**config.mk**
```make
export PLATFORM = sky130hd
export DESIGN_NAME = core_rdout_buf
export DESIGN_NICKNAME = d
export VERILOG_FILES = /design/src/rtl/core_rdout_pkg.sv /design/src/rtl/core_rdout_fifo.sv /design/src/rtl/core_rdout_buf.sv
export SDC_FILE = /design/constraint.sdc
export NUM_CORES = 1
export LEC_CHECK = 0
export ABC_AREA = 1
export CAP_MARGIN = 15
export CORE_MARGIN = 2
export CORE_UTILIZATION = 54
export CTS_BUF_LIST = sky130_fd_sc_hd__clkbuf_16
export DETAILED_ROUTE_END_ITERATION = 7
export GPL_ROUTABILITY_DRIVEN = 0
export HOLD_SLACK_MARGIN = 0.1
export PLACE_DENSITY = 0.8
export SLEW_MARGIN = 30
export SYNTH_ARGS = -nofsm -noshare
export SYNTH_HDL_FRONTEND = slang
export SYNTH_SLANG_ARGS = --single-unit
export TNS_END_PERCENT = 10
```
**constraint.sdc**
```tcl
create_clock -name clk -period 3.2 [get_ports clk]
set_input_delay 0.64 -clock clk [delete_from_list [all_inputs] [get_ports clk]]
set_output_delay 0.64 -clock clk [all_outputs]
set_load 0.01 [all_outputs]
```
**src/rtl/core_rdout_pkg.sv**
```systemverilog
// Shared sizing for the read-out buffer: counter/pointer widths and depth check.
// Used by core_rdout_buf and core_rdout_fifo (optional CORE_RDOUT_BYPASS_EN lives in the top).
package core_rdout_pkg;

    localparam int unsigned FIFODPT_DEF = 4;
    localparam int unsigned BITFIFO_DEF = 2;

    function automatic int unsigned cnt_w(input int unsigned bitfifo);
        return bitfifo + 1;
    endfunction

    function automatic int unsigned ptr_w(input int unsigned bitfifo);
        return bitfifo;
    endfunction

    typedef logic [cnt_w(BITFIFO_DEF)-1:0] cnt_t;
    typedef logic [ptr_w(BITFIFO_DEF)-1:0] ptr_t;

    function automatic bit fifo_cfg_ok(
        input int unsigned dpt,
        input int unsigned bitfifo
    );
        return (dpt >= 2) && (dpt == (32'd1 << bitfifo));
    endfunction

endpackage

```
**src/rtl/core_rdout_fifo.sv**
```systemverilog
// Single-port-pair synchronous FIFO; a pop in the same cycle frees room for a push.
// Pushes into a full FIFO without a pop are ignored (the caller flags them).
module core_rdout_fifo
    import core_rdout_pkg::*;
#(
    parameter int WIDTH   = 32,
    parameter int FIFODPT = FIFODPT_DEF,
    parameter int BITFIFO = BITFIFO_DEF
) (
    input  logic             clk,
    input  logic             rst,
    input  logic             push,
    input  logic [WIDTH-1:0] din,
    input  logic             pop,
    output logic             full,
    output logic             empty,
    output logic [WIDTH-1:0] head
);

    localparam int CW = cnt_w(BITFIFO);
    localparam int PW = ptr_w(BITFIFO);
    localparam logic [CW-1:0] DPT = CW'(FIFODPT);

    logic [WIDTH-1:0] mem [FIFODPT];
    logic [PW-1:0]    wptr;
    logic [PW-1:0]    rptr;
    logic [CW-1:0]    occ;
    logic             do_push;
    logic             do_pop;

    assign full    = (occ == DPT);
    assign empty   = (occ == '0);
    assign head    = mem[rptr];
    assign do_pop  = pop & ~empty;
    assign do_push = push & (~full | do_pop);

    always_ff @(posedge clk) begin
        if (do_push) mem[wptr] <= din;
    end

    // Pointers are power-of-two wide, so wrap comes for free.
    always_ff @(posedge clk or posedge rst) begin
        if (rst) begin
            wptr <= '0;
            rptr <= '0;
            occ  <= '0;
        end else begin
            if (do_push) wptr <= wptr + 1'b1;
            if (do_pop)  rptr <= rptr + 1'b1;
            occ <= occ + CW'(do_push) - CW'(do_pop);
        end
    end

endmodule

```
**src/rtl/core_rdout_buf.sv**
```systemverilog
// Credit-based read-out buffer between requesters and a fixed-latency core read path.
// Define CORE_RDOUT_BYPASS_EN for zero-latency forwarding into an empty FIFO.
module core_rdout_buf
    import core_rdout_pkg::*;
#(
    parameter int WIDTH   = 32,
    parameter int NUMRDPT = 2,
    parameter int BITADDR = 13,
    parameter int FIFODPT = FIFODPT_DEF,
    parameter int BITFIFO = BITFIFO_DEF
) (
    input  logic                           clk,
    input  logic                           rst,
    input  logic [2*NUMRDPT-1:0]           rqst_read,
    input  logic [2*NUMRDPT*BITADDR-1:0]   rqst_rdaddr,
    output logic [2*NUMRDPT-1:0]           rqst_rdy,
    output logic [2*NUMRDPT-1:0]           vread,
    output logic [2*NUMRDPT*BITADDR-1:0]   vrdaddr,
    input  logic [2*NUMRDPT-1:0]           vread_vld,
    input  logic [2*NUMRDPT*WIDTH-1:0]     vdout,
    output logic [2*NUMRDPT-1:0]           rd_vld,
    output logic [2*NUMRDPT*WIDTH-1:0]     rd_dout,
    input  logic [2*NUMRDPT-1:0]           rd_rdy,
    output logic [2*NUMRDPT-1:0]           rd_err
);

    localparam int P  = 2 * NUMRDPT;
    localparam int CW = cnt_w(BITFIFO);
    localparam logic [CW-1:0] DPT = CW'(FIFODPT);

    if (!fifo_cfg_ok(FIFODPT, BITFIFO)) begin : g_cfg_err
        $error("core_rdout_buf: FIFODPT must be 2**BITFIFO and >= 2");
    end

    assign vrdaddr = rqst_rdaddr;

    for (genvar p = 0; p < P; p++) begin : g_port
        logic [CW-1:0]    cnt;
        logic             err;
        logic             full;
        logic             empty;
        logic [WIDTH-1:0] head;
        logic [WIDTH-1:0] data;
        logic             unsol;
        logic             push_ok;
        logic             byp;
        logic             vld;
        logic             pop;
        logic             f_push;
        logic             f_pop;

        assign rqst_rdy[p] = (cnt < DPT);
        assign vread[p]    = rqst_read[p] & rqst_rdy[p] & ~rst;
        assign unsol       = vread_vld[p] & (cnt == '0);
        assign push_ok     = vread_vld[p] & ~unsol;

`ifdef CORE_RDOUT_BYPASS_EN
        assign byp  = push_ok & empty;
        assign data = empty ? vdout[p*WIDTH +: WIDTH] : head;
`else
        assign byp  = 1'b0;
        assign data = head;
`endif

        assign vld    = ~empty | byp;
        assign pop    = vld & rd_rdy[p];
        assign f_pop  = rd_rdy[p] & ~empty;
        assign f_push = push_ok & ~(byp & rd_rdy[p]);

        assign rd_vld[p]                 = vld;
        assign rd_dout[p*WIDTH +: WIDTH] = vld ? data : '0;
        assign rd_err[p]                 = err;

        core_rdout_fifo #(
            .WIDTH   (WIDTH),
            .FIFODPT (FIFODPT),
            .BITFIFO (BITFIFO)
        ) u_fifo (
            .clk   (clk),
            .rst   (rst),
            .push  (f_push),
            .din   (vdout[p*WIDTH +: WIDTH]),
            .pop   (f_pop),
            .full  (full),
            .empty (empty),
            .head  (head)
        );

        // cnt tracks reads in flight plus entries held for the consumer.
        always_ff @(posedge clk or posedge rst) begin
            if (rst) begin
                cnt <= '0;
                err <= 1'b0;
            end else begin
                unique case ({vread[p], pop})
                    2'b10:   cnt <= cnt + 1'b1;
                    2'b01:   cnt <= cnt - 1'b1;
                    default: cnt <= cnt;
                endcase
                err <= err | unsol | (push_ok & full & ~f_pop);
            end
        end
    end

endmodule

```
Yosys cells after proc, flatten, opt, wreduce, memory -nomap -nowiden. Memory sizes are Yosys's and may differ from the RTL's. Index checks and enable logic that the tools add are counted.

$add $sub $neg: 24. Order comparisons: 4. Eq/ne operators: 12. Mux-type cells: 16. Bitwise operators: 65. Reduce and logical (&&, ||, !) cells: 12.

Operator list (number): $mux W32 (4); $and A1 B1 Y1 (36); $logic_not A3 Y1 (8); $pmux W3 S2 (4); $not A1 Y1 (17); $add A2 B1 Y2 const B (8); $add A3 B1 Y3 (4); $add A3 B1 Y3 const B (4); $eq A3 B3 Y1 const B (4); $lt A3 B3 Y1 const B (4); $or A1 B1 Y1 (12); $sub A3 B1 Y3 (4); $sub A3 B1 Y3 const B (4); $eq A2 B1 Y1 const B (4); $eq A2 B2 Y1 const B (4); $mux W1 (8); $reduce_bool A2 Y1 (4).

Flip-flop bits (word level): 44. Bits in writable memories: 512. Bits of input ports: 194. Output and inout bits: 196. Word-level logic and storage cells: 157. Memories: 4.

Memory list: g_port[0].u_fifo.mem (depth 4, bits a word 32, read ports 1, clocked after Yosys merged registers in 0, wr ports 1, RTL line core_rdout_fifo.sv:24) `logic [WIDTH-1:0] mem [FIFODPT];`; g_port[1].u_fifo.mem (depth 4, bits a word 32, read ports 1, clocked after Yosys merged registers in 0, wr ports 1, RTL line core_rdout_fifo.sv:24); g_port[2].u_fifo.mem (depth 4, bits a word 32, read ports 1, clocked after Yosys merged registers in 0, wr ports 1, RTL line core_rdout_fifo.sv:24); g_port[3].u_fifo.mem (depth 4, bits a word 32, read ports 1, clocked after Yosys merged registers in 0, wr ports 1, RTL line core_rdout_fifo.sv:24).

Longest topological paths before layout. Gate-level depths: netlist of the first run.

Depth after elaboration: 8. Mapped depth: 11. Depth with buffers taken out: 11.

Modules after synthesis. A second synthesis of the first run with hierarchy kept.

Cell total of the unflattened synthesis: 2181. Area, all modules: 24697.4 µm².

Modules (own cells, without submodules): core_rdout_fifo (times used 4, cells an instance 428, area each 5525.3 µm², sequential area each 4018.9 µm²); core_rdout_buf (times used 1, cells an instance 469, area each 2596.2 µm², sequential area each 400.4 µm²).

Worst setup path after synthesis of the first run. No wires, ideal clock.

Kind: input to register. Start point: input rst. End point: register g_port[3].cnt[1]. Setup time: 83 ps. Arrival time: 2725 ps. Required time: 3117 ps. Setup slack: 393 ps. Stages on the path: 6. Buffers on the path: 0. Cells stage by stage: inv_1 nand3_1 ha_1 inv_1 fa_1 o21ai_0.

Cells in the longest elaborated chain, start to end: 4. Elaborated cells between the ends (all ways): 6. Classes of those cells: eq/ne (2); mux (1); bitwise (2); reduce/logical (1).

RTL lines: from (decl) (RTL line core_rdout_buf.sv:13) `input logic rst,`; $not A1 Y1 (*) (RTL line core_rdout_buf.sv:53) `assign vread[p] = rqst_read[p] & rqst_rdy[p] & ~rst;`; $and A1 B1 Y1 (*) (RTL line core_rdout_buf.sv:53); $eq A2 B1 Y1 / $eq A2 B2 Y1 (equally long branches) (RTL line core_rdout_buf.sv:95) `unique case ({vread[p], pop})`; $pmux W3 S2 / $reduce_bool A2 Y1 (equally long branches); to (signal assigned) (RTL line core_rdout_buf.sv:96) `2'b10: cnt <= cnt + 1'b1;`; to (signal assigned) (RTL line core_rdout_buf.sv:97) `2'b01: cnt <= cnt - 1'b1;`; to (signal assigned) (RTL line core_rdout_buf.sv:98) `default: cnt <= cnt;`; to (decl) (RTL line core_rdout_buf.sv:38) `logic [CW-1:0] cnt;`.

Mark *: on every way between the ends. The rest lies on a longest branch, timed or not. A chain may end at the register's enable or synchronous reset.

Final worst setup path of the first run.
Start point: register g_port[0].u_fifo.rptr[0]. End point: output rd_dout[27].

Cells in the longest elaborated chain, start to end: 2.

RTL lines: from (decl) (RTL line core_rdout_fifo.sv:26) `logic [PW-1:0] rptr;`; from (signal assigned) (RTL line core_rdout_fifo.sv:49) `if (do_pop) rptr <= rptr + 1'b1;`; $mem_v2 Z4 W32; $mux W32 (RTL line core_rdout_buf.sv:71) `assign rd_dout[p*WIDTH +: WIDTH] = vld ? data : '0;`; to (decl) (RTL line core_rdout_buf.sv:22) `output logic [2*NUMRDPT*WIDTH-1:0] rd_dout,`.

Every way passes these cells.

==> results.md, run 1 <==
Timing:
- Setup repair after global routing could not meet its margin everywhere.
- The worst hold slack after final layout is between 0.4 and 0.5 ns.
- For the finished layout, the period the worst path requires is roughly 3.1 ns.
- Of the available clock period, the critical path in the final layout requires a little over nine tenths.
- The number of max-slew violations in the final report was 0.
- The max-slew headroom at the worst pin is 69.9%.
- The hold violation count in the final report is 0.
- Setup violations remaining at the end of the flow were counted as 0.
- The clock arrives with approximately 0.012 ns of skew.
- At the pin with the least slew margin, the transition time is between 0.4 and 0.5 ns.
- Based on the critical path, the design can be clocked at up to 0.323 GHz.

Run status:
- The run finished with clean final reports.

Global routing:
- Global routing used a little under a quarter of the available tracks.
- The global-route wire length before repair is around 85000 um.
- The pin count of the biggest net entering global routing is 67.
- Global routing finished with a remaining overflow of 0.
- The via count of the first global-routing pass is between 15000 and 20000.
- The number of antenna violations at the first check in global routing is 6.

Yosys:
- The commonest cells after synthesis are 838 x sky130_fd_sc_hd__nand2_1, 512 x sky130_fd_sc_hd__edfxtp_1, 348 x sky130_fd_sc_hd__inv_1.
- In the post-synthesis netlist, the cell with the most instances is sky130_fd_sc_hd__nand2_1.
- The main flop type after synthesis is sky130_fd_sc_hd__edfxtp_1.
- The warning count from the yosys run is 0.
- The count of distinct cell types in the synthesized netlist is 19.
- By area the synthesized netlist is led by sky130_fd_sc_hd__edfxtp_1 64%, sky130_fd_sc_hd__nand2_1 13%, sky130_fd_sc_hd__inv_1 5.4%.
- The sequential share of the synthesized area is 68.3%.
- Of all flip-flops after synthesis, the portion carrying an async set or reset was 7.91%.
- The per-instance average area after synthesis is between 10 and 15 um2.
- The summed instance area of the synthesized netlist is roughly 24000 um2.
- The library cell with the largest summed area after synthesis is sky130_fd_sc_hd__edfxtp_1.
- In this run, synthesis inferred approximately 500 flip-flops with an integrated enable.
- The synthesized net count is ~2500.
- The share of synthesized area in the top cell type comes to between 60% and 70%.
- After synthesis the netlist holds a flip-flop and latch count of ~560.
- The instance count of the mapped netlist is between 2000 and 2500.

Cells and area:
- The layout cell share with drive strength beyond 1 is 6.58%.
- Cells fill approximately 66% of the core in the end.
- The post-route non-filler standard cell count is between 3000 and 4000.
- The filler cells instantiated in the layout total 3145.
- Relative to the synthesized area, the layout overhead comes to 21.6%.
- The net count of the finished layout is ~2800.
- With fillers left out, the area of the finished cells amounts to 29300 um2.

Routing:
- The average wire per cell in the routed design is 17.5 um.
- After detailed routing, the number of remaining DRC violations is 0.
- Dividing the detail-routed via count by the number of cells gives approximately 5.2.
- In this run, the number of DRC markers left after iteration 0 of detailed routing was 1204.
- The vias after detailed routing is 16300.
- The sum of routed wire length over all layers is about 55000 um.
- The detail route stage leaves a number of antenna-violating nets equal to 0.
- The number of optimization iterations in the first detailed-route pass is 7.

Die:
- The die covers about 46000 um2.
- The core area is around 44000 um2.
- From left edge to right edge, the die measures roughly 220 um.
- The initial core utilization is between 50% and 60%.
- The die is 215 um tall.
- The row count is a little under 80.
- Pin placement for this block handled 390 I/O pins.

CTS:
- The root buffer cell chosen for the clock tree is sky130_fd_sc_hd__clkbuf_16.
- Clock tree synthesis found a total of around 560 sinks.
- The worst-case clock buffer depth is 3.
- The clock transition time at the flip-flop clock pins of the worst setup and hold paths is 0.06 ns.
- The H-tree was split into 2 levels.
- TritonCTS built the clock tree.
- For the worst-skew pair, the clock arrives at the later sink with an insertion delay of slightly below 0.6 ns.
- The total CTS buffers is 55.

Place:
- The number of I/O port buffers is 285.
- The post-DP HPWL is 33800 um.
- In this run the cell area measured after placement is 27400 um2.
- Including well taps, the total number of placed cells is roughly 3000.

Power and ir drop:
- In this run the power density over the cells is 968 nW/um2.
- Overall power consumption after layout is estimated at around 0.028 W.
- The standby leakage power is roughly 12 nW.
- Across the VDD grid, the largest voltage drop is ~0.63 mV.

Worst hold path:
- The worst min-delay path class is register to register.

Critical path:
- The largest fanout of any net on the critical path is 19.
- The kind of critical path is register to output pin.
- For the worst setup path, the data required time is roughly 2.6 ns.
- The arrival time at the worst endpoint is 2.45 ns.
- The element type at the critical path end is an output pin.
- The type of element launching the critical path is a register.

Run:
- The count of maximum capacitance violations is 0.
[flip-flops by register name (all words and copies together) (netlist names)]
register and cells:
g_port.err 4, g_port.cnt 12, g_port.u_fifo.mem 512, g_port.u_fifo.wptr 8
g_port.u_fifo.occ 12, g_port.u_fifo.rptr 8
[power by group]
| part | internal, W | total [W] | leakage, nW | switching (W) |
|---|---|---|---|---|
| registers | 0.00964 | 0.0102 | 5.19 | 0.000537 |
| logic | 0.00501 | 0.0120 | 6.38 | 0.00696 |
| clock network | 0.00367 | 0.00625 | 0.900 | 0.00257 |
| total | 0.0183 | 0.0284 | 12.5 | 0.0101 |
[worst max-delay path, stage by stage (launching register included)]
cell,delay [ns]
sky130_fd_sc_hd__dfrtp_4,0.51
sky130_fd_sc_hd__clkinvlp_4,0.16
sky130_fd_sc_hd__buf_6,0.21
sky130_fd_sc_hd__nand2_1,0.07
sky130_fd_sc_hd__nand2_1,0.06
sky130_fd_sc_hd__nand2_1,0.04
sky130_fd_sc_hd__a21oi_1,0.21
sky130_fd_sc_hd__clkdlybuf4s50_1,0.58
[cells by family after synthesis]
logic type | count (synthesis) | synth area share (%)
AOI/OAI and AO/OA | 136 | 2.82
xor gates and xnor gates | 19 | 0.690
and+or+nand+nor | 1029 | 16.9
adders and majority gates | 32 | 1.91
DFF | 556 | 68.3
buffers and inverters | 507 | 9.40
[layout make-up]
cell class	count	area [um2]	area share, %
Sequential cell	556	16500	56.2
Antenna cell	3	7.51	0.0256
Timing Repair Buffer	348	3570	12.2
Inverter	351	1330	4.53
Clock inverter	42	330	1.13
Clock buffer	57	1430	4.86
Tap cell	592	741	2.53
Multi-Input combinational cell	1216	5430	18.5
[layer usage]
layer | wire [um] | part of all wire, % | track usage [%] | up-vias
met2 | 28100 | 51 | 41.1 | 597
met4 | 2710 | 4.9 | 12.7 | 6
met3 | 4080 | 7.4 | 4.90 | 187
met5 | 43 | 0.078 | 0 | -
met1 | 20300 | 37 | 27.7 | 7767
li1 | - | - | - | 7745
[placed cells by master (no fill, tap or decap), types with 6 or more instances in the layout]
cell	Yosys	layout
sky130_fd_sc_hd__nand2_1	838	838
sky130_fd_sc_hd__edfxtp_1	512	512
sky130_fd_sc_hd__inv_1	348	357
sky130_fd_sc_hd__clkdlybuf4s50_1	0	277
sky130_fd_sc_hd__nand3_1	143	143
sky130_fd_sc_hd__a21oi_1	128	124
sky130_fd_sc_hd__clkbuf_16	0	58
sky130_fd_sc_hd__buf_4	75	39
sky130_fd_sc_hd__dfrtp_1	44	38
sky130_fd_sc_hd__ha_1	24	24
sky130_fd_sc_hd__nor2_1	37	21
sky130_fd_sc_hd__nor2_2	0	16
sky130_fd_sc_hd__clkinv_1	0	16
sky130_fd_sc_hd__buf_12	0	16
sky130_fd_sc_hd__xnor2_1	13	13
sky130_fd_sc_hd__nand4_1	8	8
sky130_fd_sc_hd__o21ai_0	8	8
sky130_fd_sc_hd__fa_1	8	8
sky130_fd_sc_hd__xor2_1	6	6
sky130_fd_sc_hd__clkinv_2	0	6
sky130_fd_sc_hd__bufinv_16	0	6
sky130_fd_sc_hd__dlygate4sd2_1	0	6
[path summary, 6_finish.rpt]
| kind | start | to | slack (ns) | depth (start not counted) |
|---|---|---|---|---|
| max | g_port[0].u_fifo.rptr[0] | rd_dout[27] | 0.11 | 7 |
| min | g_port[2].err | g_port[2].err | 0.46 | 2 |
| max reg2reg | g_port[0].u_fifo.occ[1] | g_port[0].cnt[1] | 1.16 | 8 |
| min reg2reg | g_port[2].err | g_port[2].err | 0.46 | 2 |
| max in group asynchronous | rst | g_port[3].u_fifo.rptr[0] | 2.26 | 3 |
| min in group asynchronous | rst | g_port[0].cnt[2] | 0.66 | 3 |
[through the flow]
step	TNS [ns]	worst slack [ns]
2_1_floorplan	0	0.393
3_3_place_gp	0	0.343
3_5_place_dp	0	0.349
4_1_cts	0	0.0000304
5_1_grt	-0.0776	-0.0388
6_report	0	0.105
[repair_timing]
item,4_1_cts,5_1_grt
setup buffers,1,5
hold buffers,0,0
pin swaps,0,0
gates cloned,0,1
endpoints found under the setup margin,36,45
resized for setup,13,14
No activity file was read; power rests on OpenSTA's default activity.
==> inputs of run 2 (changes only) <==
Settings changed: ABC_AREA 1 to default, CORE_UTILIZATION 54 to 53.
==> run 2 against run 1 <==
  * Register-to-register slack got worse by 0.29 ns
  * Sequential share of layout area rose by 4.1 points
  * Hold slack got worse by 0.14 ns
  * Cell count fell by 38%
  * Synthesized cell count fell by 52%
  * Die area fell by 4.9%
  * Maximum frequency barely moved
  * Combinational power fell by 16%
  * First-iteration DRC count fell by 41%
  * Critical path type unchanged
  * Largest cell class unchanged
  * Highest routed layer unchanged
==> results.md, run 2 <==
Run status:
- The run finished with clean final reports.

Cells and area:
- In the final layout, the registers with the most flip-flops are g_port.u_fifo.mem: 512 flops, g_port.cnt: 12 flops, g_port.u_fifo.occ: 12 flops.
- More flip-flops sit in one register than any other, and that register is g_port.u_fifo.mem.
- The most common cell after layout, fill and taps aside is sky130_fd_sc_hd__edfxtp_1.
- The flip-flop count of the largest register after layout is 512 (unchanged).
- The count of inserted antenna diode cells is 0 (-3).
- The layout cell share with drive strength beyond 1 is 17.0% (+10 points).
- The library cells used most frequently in the layout, excluding fill and tap cells, are 512 x sky130_fd_sc_hd__edfxtp_1, 285 x sky130_fd_sc_hd__clkdlybuf4s50_1, 144 x sky130_fd_sc_hd__and2_1.
- The layout net count came to 1598 (-42%).
- The synthesis-to-layout area growth is 21.5% (about the same).
- The post-layout instance area was 27300 um2 (-6.8%).

Critical path:
- The arrival time at the worst endpoint is 2.46 ns (about the same).
- The register-to-register path setup slack is 0.87 ns (-0.29 ns).
- The startpoint identified for the worst register-to-register timing path is g_port[3].u_fifo.occ[1].
- The largest fanout of any net on the critical path came to 14 (-5).
- The type of element launching the critical path is a register.
- The kind of critical path is register to output pin.
- The endpoint of the worst-slack reg-to-reg timing path is g_port[3].u_fifo.occ[2].
- The element type at the critical path end is an output pin.
- The required arrival time at the worst endpoint is 2.56 ns (about the same).
- The worst reg2reg path depth is 8 (unchanged).

Die:
- The initial core utilization is 53.6% (-1.1 points).
- The row count came to 75 (-2.6%).
- The floorplan die height came to 210 um (-2.5%).
- The number of I/O pins is 390 (unchanged).
- The width of the die is 210 um (-2.5%).
- The core area is 41900 um2 (-4.9%).
- The total die area is 44100 um2 (-4.9%).

Routing:
- The first-iteration detailed-routing DRC count is 707 (-41%).
- The sum of routed wire length over all layers is 43100 um (-22%).
- The vias after detailed routing was 10700 (-34%).
- The DRC violation count after routing was 0 (unchanged).
- The via density per instance is 5.48 (+6.3%).
- The number of routed nets with antenna violations came to 0 (unchanged).
- The number of optimization iterations in the first detailed-route pass is 5 (-2).
- The average wire per cell in the routed design came to 22.1 um (+26%).

Yosys:
- The most common cell in the netlist is sky130_fd_sc_hd__edfxtp_1.
- The sequential share of the synthesized area is 73.3% (+5.0 points).
- The instance count of the mapped netlist was 1096 (-52%).
- The per-instance average area after synthesis is 20.5 um2 (+94%).
- The synthesized net count is 1322 (-47%).
- The count of distinct cell types in the synthesized netlist is 28 (+9).
- The share of synthesized registers carrying an async set or reset is 7.91% (unchanged).
- The number of flops mapped to enable cells by yosys is 512 (unchanged).
- Of all cell types, the one taking the most synthesized area is sky130_fd_sc_hd__edfxtp_1.
- The summed instance area of the synthesized netlist is 22500 um2 (-6.8%).
- The synthesized flop and latch total is 556 (unchanged).
- The main flop type after synthesis is sky130_fd_sc_hd__edfxtp_1.
- The top cell type's share of synthesized area is 68.4% (+4.6 points).
- The warning count from the yosys run is 0 (unchanged).
- Yosys attributes the largest share of cell area to sky130_fd_sc_hd__edfxtp_1 68%, sky130_fd_sc_hd__mux4_2 11%, sky130_fd_sc_hd__dfrtp_1 4.9%.
- Sorting the synthesized cells by how often they occur yields 512 x sky130_fd_sc_hd__edfxtp_1, 144 x sky130_fd_sc_hd__and2_1, 112 x sky130_fd_sc_hd__mux4_2.

Timing:
- The worst-case clock skew is 0.0183 ns (+0.00636 ns).
- The maximum clock rate is 0.323 GHz (about the same).
- The period utilization is 96.8% (about the same).
- The hold violation count in the final report came to 0 (unchanged).
- The max-slew headroom at the worst pin is 65.6% (-4.3 points).
- Setup repair after global routing left no endpoint under its margin.
- The setup-violating endpoint count in the final report came to 0 (unchanged).
- The number of max-slew violations in the final report is 0 (unchanged).
- The worst-margin pin slew came to 0.516 ns (+0.0650 ns).
- The shortest clock period the worst path allows after layout came to 3.10 ns (+0.00267 ns).
- The setup TNS is 0 ns (unchanged).

Global routing:
- The residual overflow from global routing is 0 (unchanged).
- The number of antenna violations at the first check in global routing came to 1 (-5).
- The global-route wire length before repair was 65700 um (-23%).
- The via count of the first global-routing pass came to 11400 (-30%).
- The aggregate global-route resource usage was 19.8% (-3.9 points).
- The pin count of the biggest net entering global routing is 36 (-46%).

CTS:
- The H-tree depth was 2 (unchanged).
- TritonCTS built the clock tree.
- The total CTS buffers was 54 (-1.8%).
- The worst-case clock buffer depth is 3 (unchanged).
- The root buffer cell chosen for the clock tree is sky130_fd_sc_hd__clkbuf_16.
- The count of clock tree sinks is 556 (unchanged).
- The clock latency on the worst-skew pair was 0.59 ns (about the same).
- The clock transition time at the flip-flop clock pins of the worst setup and hold paths is 0.06 ns (about the same).
- The total of hold buffers inserted after clock tree synthesis is 0 (unchanged).

Power and ir drop:
- The standby leakage power is 9.37 nW (-25%).
- The peak supply drop came to 0.640 mV (+2.3%).
- The power density over the cells came to 964 nW/um2 (-0.41%).

Place:
- The number of I/O port buffers is 285 (unchanged).
- The cell area reported after detailed placement is 25600 um2 (-6.8%).
- The post-DP HPWL is 26700 um (-21%).

Run:
- The count of maximum capacitance violations is 0 (unchanged).

Worst hold path:
- The path class of the tightest hold or removal check is input pin to async pin.
==> run 2: cell types whose count changed after synthesis, sizes merged, moves of 8 or more <==
cell and delta:
buf -56, xnor2 +14, mux2i +8, o21ai -8, nand4 -8, a21oi -128
nand3 -135, inv -311, clkbuf +8, nand2 -830, and2 +144, mux4 +128
nor2 -30
==> run 2: worst max path at each step <==
stage	startpoint	to	slack, ns	cells after the start
2_1_floorplan	rst	g_port[2].cnt[2]	0.41	8
5_1_grt	g_port[3].u_fifo.rptr[0]	rd_dout[127]	0.006	4
4_1_cts	g_port[2].u_fifo.rptr[0]	rd_dout[66]	0.02	4
6_report	g_port[2].u_fifo.rptr[0]	rd_dout[65]	0.10	4
3_5_place_dp	rst	vread[3]	0.39	5
3_3_place_gp	rst	vread[3]	0.37	5
==> run 2: repair_timing <==
action | CTS | global route
setup buffers | 3 | 0
setup endpoints to repair | 101 | 4
resized for setup | 7 | 3
==> run 2: cells by family after synthesis <==
kind of cell	count (synthesis)	share of synthesized area (%)
compound gates	16	0.668
xor+xnor	32	1.25
fa+ha+maj	32	2.05
buf+inv	148	4.54
flops	556	73.3
mux	136	13.4
simple gates	176	4.79
==> run 2: report_power, final <==
| part | switching, W | internal [W] | total (W) |
|---|---|---|---|
| Clock | 0.00254 | 0.00351 | 0.00605 |
| Sequential | 0.000522 | 0.00968 | 0.0102 |
| Combinational | 0.00455 | 0.00554 | 0.0101 |
==> run 2: metal layers <==
metal	routed length, um	vias up	GRT usage (%)
li1	-	4765	-
met1	16700	5487	24.8
met2	22200	353	33.8
met3	2970	87	4.62
met4	1250	2	7.78
met5	11	-	0
==> run 2: layout make-up <==
type                       count  area (um2)
clock buffer                  57        1430
fill                        2761       14600
clock inverter                41         278
inverter                      40         150
sequential                   556       16500
timing repair buffer         328        3310
tap                          539         674
multi-input combinational    392        5000
==> run 2: critical path, cell delays in order, from the launching register on <==
cell and delay, ns:
sky130_fd_sc_hd__dfrtp_4 0.47, sky130_fd_sc_hd__buf_12 0.18, sky130_fd_sc_hd__mux4_1 0.56, sky130_fd_sc_hd__and2_1 0.18
sky130_fd_sc_hd__clkdlybuf4s50_1 0.48
==> run 2: per-stage QoR <==
step | util (%) | hold WS (ns) | setup slack (ns) | total power [W] | std cells
floorplan | - | 0.429 | 0.414 | 0.0163 | 1096
finish | 65.1 | 0.321 | 0.103 | 0.0263 | 1953
detailed placement | 60.9 | 0.448 | 0.388 | 0.0205 | 1852
CTS | 65.1 | 0.286 | 0.0196 | 0.0267 | 1953
global route | 65.1 | 0.325 | 0.00598 | 0.0277 | 1953
global placement | 60.9 | 0.444 | 0.368 | 0.0202 | 1852
==> inputs of run 3 (changes only) <==
Settings changed: CORE_UTILIZATION 53 to 65, CTS_BUF_LIST sky130_fd_sc_hd__clkbuf_16 to sky130_fd_sc_hd__clkbuf_2, DONT_BUFFER_PORTS from default to 1, PLACE_DENSITY 0.8 to 0.81.
==> run 3 against run 2 <==
  * Total power down 9.9%
  * Final area down 6.1%
  * Clock-buffer cell count up 139
  * Sequential cell count unchanged
  * Via count up 2.8%
  * Routed wire length up 6.5%
  * Non-clock buffer count down 137
  * Sequential power about the same
  * Critical path type unchanged
  * Largest power group unchanged
==> results.md, run 3 (synthesized netlist as in run 2, its figures left out) <==
Critical path:
- The required arrival time at the worst endpoint came to 2.56 ns (about the same).
- The kind of cell adding the most delay to the critical path is multiplexers.
- The worst setup path is captured at an output pin.
- The longest individual stage delay on the worst path is 0.56 ns (about the same).
- The largest fanout of any net on the critical path is 13 (-1).
- The number of buffers and inverters on the critical path came to 1 (-1).
- The type of element launching the critical path is a register.
- The critical path goes through buf_16 -> mux4_2 -> and2_4.
- On the critical path, the stage with the largest delay is an instance of sky130_fd_sc_hd__mux4_2.
- The arrival time at the worst endpoint is 2.48 ns (+0.02 ns).
- The kind of critical path is register to output pin.

Routing:
- The first-iteration detailed-routing DRC count is 815 (+15%).
- The DRC violation count after routing was 0 (unchanged).
- The sum of routed wire length over all layers is 45900 um (+6.5%).
- The via density per instance is 5.86 (+7.0%).
- The vias after detailed routing is 11000 (+2.8%).
- The number of optimization iterations in the first detailed-route pass is 5 (unchanged).
- The number of routed nets with antenna violations came to 0 (unchanged).
- The average wire per cell in the routed design is 24.4 um (+11%).

Timing:
- The worst-case clock skew is 0.0923 ns (+0.0740 ns).
- The number of max-slew violations in the final report is 0 (unchanged).
- The maximum clock rate came to 0.321 GHz (-0.63%).
- The setup-violating endpoint count in the final report is 0 (unchanged).
- The shortest clock period the worst path allows after layout came to 3.12 ns (+0.0197 ns).
- Setup repair after global routing could not meet its margin everywhere.
- The worst path setup slack after routing is 0.0831 ns (-0.0197 ns).
- The max-slew headroom at the worst pin was 40.2% (-25 points).
- The worst-margin pin slew is 0.897 ns (+0.380 ns).
- The worst hold slack after final layout is 0.308 ns (-0.0133 ns).
- The hold violation count in the final report is 0 (unchanged).
- The period utilization was 97.4% (+0.62 points).

Power and ir drop:
- The power density over the cells is 925 nW/um2 (-4.1%).
- The switching share of power is 33.1% (+4.2 points).
- The sequential share of power is 43.5% (+4.8 points).
- The standby leakage power was 9.10 nW (-2.9%).
- The total net switching power came to 0.00786 W (+3.2%).
- The internal power is 0.0159 W (-15%).
- The power after layout is 0.0237 W (-9.9%).
- The peak supply drop was 0.607 mV (-5.2%).
- The combinational share of power was 36.5% (-1.8 points).
- The share of total power in the clock network is 19.9% (-3.1 points).

Cells and area:
- Compared with the post-synthesis result, the final layout area differs by 14.1%.
- The flip-flop count of the largest register after layout is 512 (unchanged).
- The layout cell share with drive strength beyond 1 is 33.7% (+17 points).
- Ranked by flip-flop count, first place goes to g_port.u_fifo.mem.
- The largest registers in the layout are g_port.u_fifo.mem: 512 flops, g_port.cnt: 12 flops, g_port.u_fifo.occ: 12 flops.
- The top cell types in the final layout, fill and taps aside, are 512 x sky130_fd_sc_hd__edfxtp_1, 196 x sky130_fd_sc_hd__clkbuf_2, 145 x sky130_fd_sc_hd__dlygate4sd3_1.
- The layout net count was 1540 (-3.6%).
- The most common cell after layout, fill and taps aside is sky130_fd_sc_hd__edfxtp_1.

Die:
- The row count came to 68 (-9.3%).
- The core area came to 34300 um2 (-18%).
- The number of I/O pins is 390 (unchanged).
- The total die area is 36100 um2 (-18%).
- The width of the die is 190 um (-9.5%).
- The initial core utilization was 65.6% (+12 points).
- The floorplan die height came to 190 um (-9.5%).

CTS:
- The total CTS buffers is 133 (+150%).
- The worst-case clock buffer depth is 3 (unchanged).
- The H-tree depth came to 4 (+2).
- The clock latency on the worst-skew pair came to 1.04 ns (+0.45 ns).
- The clock transition time at the flip-flop clock pins of the worst setup and hold paths is 0.13 ns (+0.07 ns).
- The tree is rooted in a sky130_fd_sc_hd__clkbuf_2.
- The count of clock tree sinks is 556 (unchanged).
- The TritonCTS clock tree is built.

Worst hold path:
- The worst min-delay path class is input pin to register.

Run:
- The count of maximum capacitance violations is 0 (unchanged).

Run status:
- The run finished with clean final reports.

Global routing:
- The pin count of the biggest net entering global routing was 36 (unchanged).
- The number of antenna violations at the first check in global routing is 5 (+4).
- The aggregate global-route resource usage is 25.7% (+5.9 points).
- The via count of the first global-routing pass was 12000 (+4.9%).
- The residual overflow from global routing was 0 (unchanged).
- The global-route wire length before repair is 68500 um (+4.3%).

Place:
- The number of I/O port buffers is 0 (-100%).
- The setup slack at placement came to 0.665 ns (+0.277 ns).
- The post-DP HPWL came to 24700 um (-7.6%).
## run 3: cell types whose count changed in the layout (fill, tap and decap cells not counted), sizes merged
cell           change
clkdlybuf4s50    -285
dlygate4sd3      +145
clkbuf           +140
inv               -10
clkinv             +9
diode              +5
buf                +2
clkinvlp           +2
## run 3: layout make-up
type	count	area, um2
timing repair buffer	191	2030
fill	1804	8620
clock inverter	42	284
clock buffer	196	981
tap	455	569
multi-input combinational	392	5150
inverter	40	150
sequential	556	16500
antenna	5	12.5
## run 3: routing by layer
layer	vias up	wire length [um]	part of all wire (%)	global-route usage, %
li1	4722	-	-	-
met1	5620	16700	36	32.0
met2	580	23900	52	42.1
met3	76	4470	9.7	8.69
met4	0	788	1.7	10.0
met5	-	0	0	0
## run 3: worst paths after layout
path,startpoint,slack [ns],cells past startpoint,endpoint
min,vdout[42],0.31,1,g_port[1].u_fifo.mem[2][10]
min reg2reg,g_port[1].u_fifo.occ[2],0.50,1,g_port[1].u_fifo.occ[2]
max,g_port[1].u_fifo.rptr[0],0.08,3,rd_dout[62]
max in group asynchronous,rst,2.48,3,g_port[3].u_fifo.rptr[0]
max reg2reg,g_port[2].u_fifo.occ[1],0.81,9,g_port[2].u_fifo.occ[2]
min in group asynchronous,rst,0.34,3,g_port[0].u_fifo.rptr[1]
## run 3: power groups by stage
stage	clock network [W]	registers, W	logic [W]
after floorplan	0	0.0102	0.00614
after global placement	0	0.0104	0.00700
after detailed placement	0	0.0105	0.00712
after CTS	0.00477	0.0103	0.00816
after global routing	0.00516	0.0105	0.00930
final	0.00473	0.0103	0.00867
## run 3: metrics by stage
stage | instances | instance area (um2) | utilization, % | setup TNS, ns
after floorplan | 1096 | 22500 | - | 0
after global placement | 1476 | 22500 | 65.7 | 0
after detailed placement | 1476 | 22500 | 65.7 | 0
after CTS | 1871 | 25500 | 74.4 | -1.02
after global routing | 1877 | 25700 | 74.8 | -4.00
final | 1877 | 25700 | 74.8 | 0
## run 3: repair_timing
| action | 4_1_cts | 5_1_grt |
|---|---|---|
| cloned | 4 | 1 |
| hold endpoints to repair | 595 | 0 |
| resized for setup | 53 | 56 |
| hold buffers | 145 | 0 |
| setup endpoints to repair | 112 | 95 |
| setup buffers | 8 | 0 |
## run 3: worst reg2reg max path, cell delays in order (launching register included)
cell and delay [ns]:
sky130_fd_sc_hd__dfrtp_1 0.45, sky130_fd_sc_hd__or3_1 0.14, sky130_fd_sc_hd__buf_4 0.38, sky130_fd_sc_hd__nand2_1 0.23
sky130_fd_sc_hd__mux2i_1 0.18, sky130_fd_sc_hd__ha_1 0.16, sky130_fd_sc_hd__inv_1 0.05, sky130_fd_sc_hd__fa_1 0.37
sky130_fd_sc_hd__xnor2_1 0.21, sky130_fd_sc_hd__xnor2_1 0.14
==> RTL change 1: new RTL, settings of run 2 <==
Make the reset (`rst`) synchronous in 2 clocked blocks.
--- a/src/rtl/core_rdout_fifo.sv
+++ b/src/rtl/core_rdout_fifo.sv
@@ -41,3 +41,3 @@
     // Pointers are power-of-two wide, so wrap comes for free.
-    always_ff @(posedge clk or posedge rst) begin
+    always_ff @(posedge clk) begin
         if (rst) begin
--- a/src/rtl/core_rdout_buf.sv
+++ b/src/rtl/core_rdout_buf.sv
@@ -89,3 +89,3 @@
         // cnt tracks reads in flight plus entries held for the consumer.
-        always_ff @(posedge clk or posedge rst) begin
+        always_ff @(posedge clk) begin
             if (rst) begin
Function: differs if rst is asserted again (counterexample within 4 cycles, from zero or initial values and one cycle with rst high); with rst held inactive, the same outputs for 4 cycles.
==> RTL change 1 against run 2 <==
  * Sequential share of layout area shrank 1.1 points
  * Non-clock buffer count did not move
  * Sequential cell count is 8 higher
  * Final cell count up 4.2%
  * Count of clock-buffer cells in the layout is the same
  * Total power shrank 10%
  * Routed wire length up 1.9%
  * Cell area grew 1.4%
  * Core utilization up 0.79 points
  * Die area up 0.66%
  * Global-route usage up 0.31 points
  * First-iteration DRC count rose by 16%
  * Synthesized area grew 0.67%
  * Worst setup slack worse by 0.010 ns
  * Largest cell class unchanged
  * Highest routed layer is now met4
==> RTL change 1: results (changes against run 2) <==
[status]
outcome = completed  ; unchanged

[worst_setup_path]
worst_r2r_path_depth = 10  ; was 8
timing.rr.end = g_port[1].u_fifo.occ[2]$_SDFF_PP0_  ; was g_port[3].u_fifo.occ[2]$_DFF_PP0_
rr_startpoint = g_port[1].u_fifo.occ[1]$_SDFF_PP0_  ; was g_port[3].u_fifo.occ[1]$_DFF_PP0_
rrSetupSlack_ns = 0.83  ; was 0.87 ns
cp_max_fo = 13  ; was 14

[cells_and_area]
n_all_inverters = 48  ; was 40
multi_input_area_um2 = 5300  ; was 5000 µm²
multi_input_area_share = 0.191  ; was 0.183
nFillCells = 2789  ; was 2761
diodes = 1  ; was 0

[power]
ir_worst_vdd_uv = 633  ; was 640 µV
p_leak_nw = 9.10  ; was 9.37 nW

[global_route]
grt_util_all_layers = 0.201  ; was 0.198
grt_pass1_vias = 11881  ; was 11.4k

[synth]
synth_top_cells_by_count = edfxtp_1 (512), nor2b_1 (134), mux4_2 (128)  ; was edfxtp_1 (512), and2_1 (144), mux4_2 (112)
synth-seq-area-share = 0.725  ; was 0.733
ys_types = 33  ; was 28

[routing]
via_per_inst = 5.47  ; was 5.48
routed_wl_um = 43900  ; was 43100 µm
drtIter0Drc = 817  ; was 707

[place]
place.detailed.hpwl_um = 27000  ; was 26700 µm
dp_slack_ns = 0.317  ; was 0.388 ns

[sta]
setup_slack_ns = 0.0926  ; was 0.103 ns

[worst_hold_path]
hold_class = flop to flop  ; was primary input to asynchronous set/reset pin

[clock_network]
cts_made_buffers = 57  ; was 54

RTL change 1: critical path, stage by stage (launching register included):
cell and delay (ns):
dfxtp_4 0.39, bufbuf_16 0.32, mux4_2 0.50, nor2b_1 0.16, clkdlybuf4s50_1 0.50
RTL change 1: logic make-up (layout without fill, tap and decap cells):
logic type	Yosys count	count (layout)	share of synthesized area
muxes	137	137	0.132
other	0	1	0
xor gates and xnor gates	22	22	0.00851
adders and majority gates	33	33	0.0209
DFF	564	564	0.725
AOI/OAI and AO/OA	30	30	0.00796
and+or+nand+nor	231	231	0.0638
buffers and inverters	154	479	0.0418
RTL change 1: routing by layer:
| layer | GRT usage | up-vias | part of all wire |
|---|---|---|---|
| li1 | - | 4992 | - |
| met1 | 0.256 | 5658 | 0.40 |
| met2 | 0.332 | 380 | 0.49 |
| met3 | 0.0510 | 107 | 0.076 |
| met4 | 0.0852 | 0 | 0.035 |
| met5 | 0 | - | 0 |
RTL change 1: power by group through the flow:
| stage | logic (mW) | registers [mW] | clock network [mW] |
|---|---|---|---|
| 2_1_floorplan | 4.73 | 9.48 | 0 |
| 3_3_place_gp | 7.91 | 9.54 | 0 |
| 3_5_place_dp | 8.00 | 9.61 | 0 |
| 4_1_cts | 8.14 | 9.47 | 6.39 |
| 5_1_grt | 8.64 | 9.56 | 6.65 |
| 6_report | 7.99 | 9.46 | 6.23 |
RTL change 1: worst min path at each step:
stage          slack [ns]  cells past startpoint                        to
2_1_floorplan        0.43                      2  g_port[0].err$_SDFF_PP0_
3_3_place_gp         0.44                      2  g_port[1].err$_SDFF_PP0_
3_5_place_dp         0.44                      2  g_port[2].err$_SDFF_PP0_
4_1_cts              0.45                      2  g_port[2].err$_SDFF_PP0_
5_1_grt              0.46                      2  g_port[2].err$_SDFF_PP0_
6_report             0.44                      2  g_port[2].err$_SDFF_PP0_
==> RTL change 2: new RTL, settings of run 2 <==
Made on the original files. The parameter `NUMRDPT` goes from 2 to 1.
--- a/src/rtl/core_rdout_buf.sv
+++ b/src/rtl/core_rdout_buf.sv
@@ -6,3 +6,3 @@
     parameter int WIDTH   = 32,
-    parameter int NUMRDPT = 2,
+    parameter int NUMRDPT = 1,
     parameter int BITADDR = 13,
Interface: changed (11 resized); port bits go from 390 to 196. The function was not compared with the original's and may differ.
==> RTL change 2 against run 2 <==
  * Sequential power is 50% lower
  * Total power is 51% lower
  * Final cell count fell by 50%
  * Worst setup slack worse by 0.0070 ns
  * Clock power down 52%
  * Worst hold slack improved by 0.14 ns
  * Cell area fell by 50%
  * Sequential cell count is 278 lower
  * Synthesized area down 50%
  * Core utilization grew 0.27 points
  * Routed wire length is 53% lower
  * Non-clock buffer count fell by 164
  * Count of clock-buffer cells in the layout decreased by 30
==> RTL change 2: results (changes against run 2) <==
[status]
outcome = completed  ; unchanged

[worst_setup_path]
worst_r2r_path_depth = 9  ; was 8
cp-endpoint = rd_dout[59]  ; was rd_dout[65]
timing.rr.end = g_port[1].cnt[2]$_DFFE_PP0P_  ; was g_port[3].u_fifo.occ[2]$_DFF_PP0_
worstSetupStartpoint = g_port[1].u_fifo.occ[1]$_DFF_PP0_  ; was g_port[2].u_fifo.rptr[0]$_DFFE_PP0P_
cp_max_fo = 35  ; was 14

[synth]
synth-seq-area-share = 0.733  ; about the same
synth_nets = 662  ; was 1322
synth_area_leaders = edfxtp_1 (68%), mux4_2 (11%), dfrtp_1 (4.9%)  ; unchanged
synth_edf_count = 256  ; was 512
synth_top_cells_by_count = edfxtp_1 (256), and2_1 (72), mux4_2 (56)  ; was edfxtp_1 (512), and2_1 (144), mux4_2 (112)

[power]
seqPwrFrac = 0.395  ; was 0.387
switchingPower_mw = 3.72  ; was 7.62 mW
ir_worst_vdd_uv = 653  ; was 640 µV
pg_comb_mw = 4.96  ; was 10.1 mW
p_leak_nw = 4.67  ; was 9.37 nW

[clock_network]
htree_levels = 1  ; was 2
cts_made_buffers = 27  ; was 54
clock_latency_ns = 0.51  ; was 0.59 ns

[routing]
dr_total_vias = 5270  ; was 10.7k
drt-pass1-iter-count = 4  ; was 5
drtIter0Drc = 269  ; was 707

[place]
io_buffer_count = 143  ; was 285
dp_slack_ns = 0.366  ; was 0.388 ns
place.detailed.hpwl_um = 12700  ; was 26700 µm

[cells_and_area]
nFillCells = 1350  ; was 2761
reg_top3 = g_port.u_fifo.mem (256), g_port.cnt (6), g_port.u_fifo.occ (6)  ; was g_port.u_fifo.mem (512), g_port.cnt (12), g_port.u_fifo.occ (12)
drive_gt1_frac = 0.174  ; was 0.170
nNetsFinal = 801  ; was 1598

[sta]
fin_crit_sh = 0.970  ; was 0.968
slew_headroom = 0.648  ; was 0.656
fin_hold_ws_ns = 0.462  ; was 0.321 ns

[global_route]
grt_pass1_wl_um = 31300  ; was 65700 µm
grt_util_all_layers = 0.182  ; was 0.198

[worst_hold_path]
hold_class = flop to flop  ; was primary input to asynchronous set/reset pin

RTL change 2: final cells by class:
class,instances,area (µm²),share of cell area
inverters,20,75.1,0.00550
multi-input cells,196,2500,0.183
clock inverters,21,153,0.0112
clock buffers,27,676,0.0495
repair buffers,164,1670,0.122
flip-flops and latches,278,8240,0.603
well taps,275,344,0.0252
RTL change 2: per-stage QoR:
| stage | area, µm² | instances | utilization | total power [mW] |
|---|---|---|---|---|
| after floorplan | 11200 | 548 | - | 8.14 |
| after global placement | 12800 | 930 | 0.613 | 10.0 |
| after detailed placement | 12800 | 930 | 0.613 | 10.2 |
| after CTS | 13700 | 980 | 0.654 | 13.2 |
| after global routing | 13700 | 981 | 0.654 | 13.7 |
| final | 13700 | 981 | 0.654 | 13.0 |
RTL change 2: repair_timing:
item                       CTS  global route
buffers inserted             2             1
resized for setup            3             0
setup endpoints to repair   35             2
cloned                       0             0
RTL change 2: kinds of logic after synthesis:
| logic type | after synthesis | share of synthesized area |
|---|---|---|
| flip-flops | 278 | 0.733 |
| AO/OA/AOI/OAI | 8 | 0.00668 |
| adder cells (fa/ha/maj) | 16 | 0.0205 |
| buffers and inverters | 74 | 0.0454 |
| XOR/XNOR | 16 | 0.0125 |
| multiplexers | 68 | 0.134 |
| AND/OR/NAND/NOR | 88 | 0.0480 |
RTL change 2: per-layer routing:
| layer | share of wire | global-route usage | wire length [µm] |
|---|---|---|---|
| met5 | 0 | 0 | 0 |
| met4 | 0.019 | 0.0476 | 387 |
| met3 | 0.078 | 0.0466 | 1550 |
| met2 | 0.51 | 0.315 | 10200 |
| met1 | 0.39 | 0.232 | 7900 |
RTL change 2: worst max-delay path, stage by stage (launching register included):
cell	delay, ns
dfrtp_1	0.43
or3_2	0.75
and2_1	0.28
clkdlybuf4s50_1	0.48
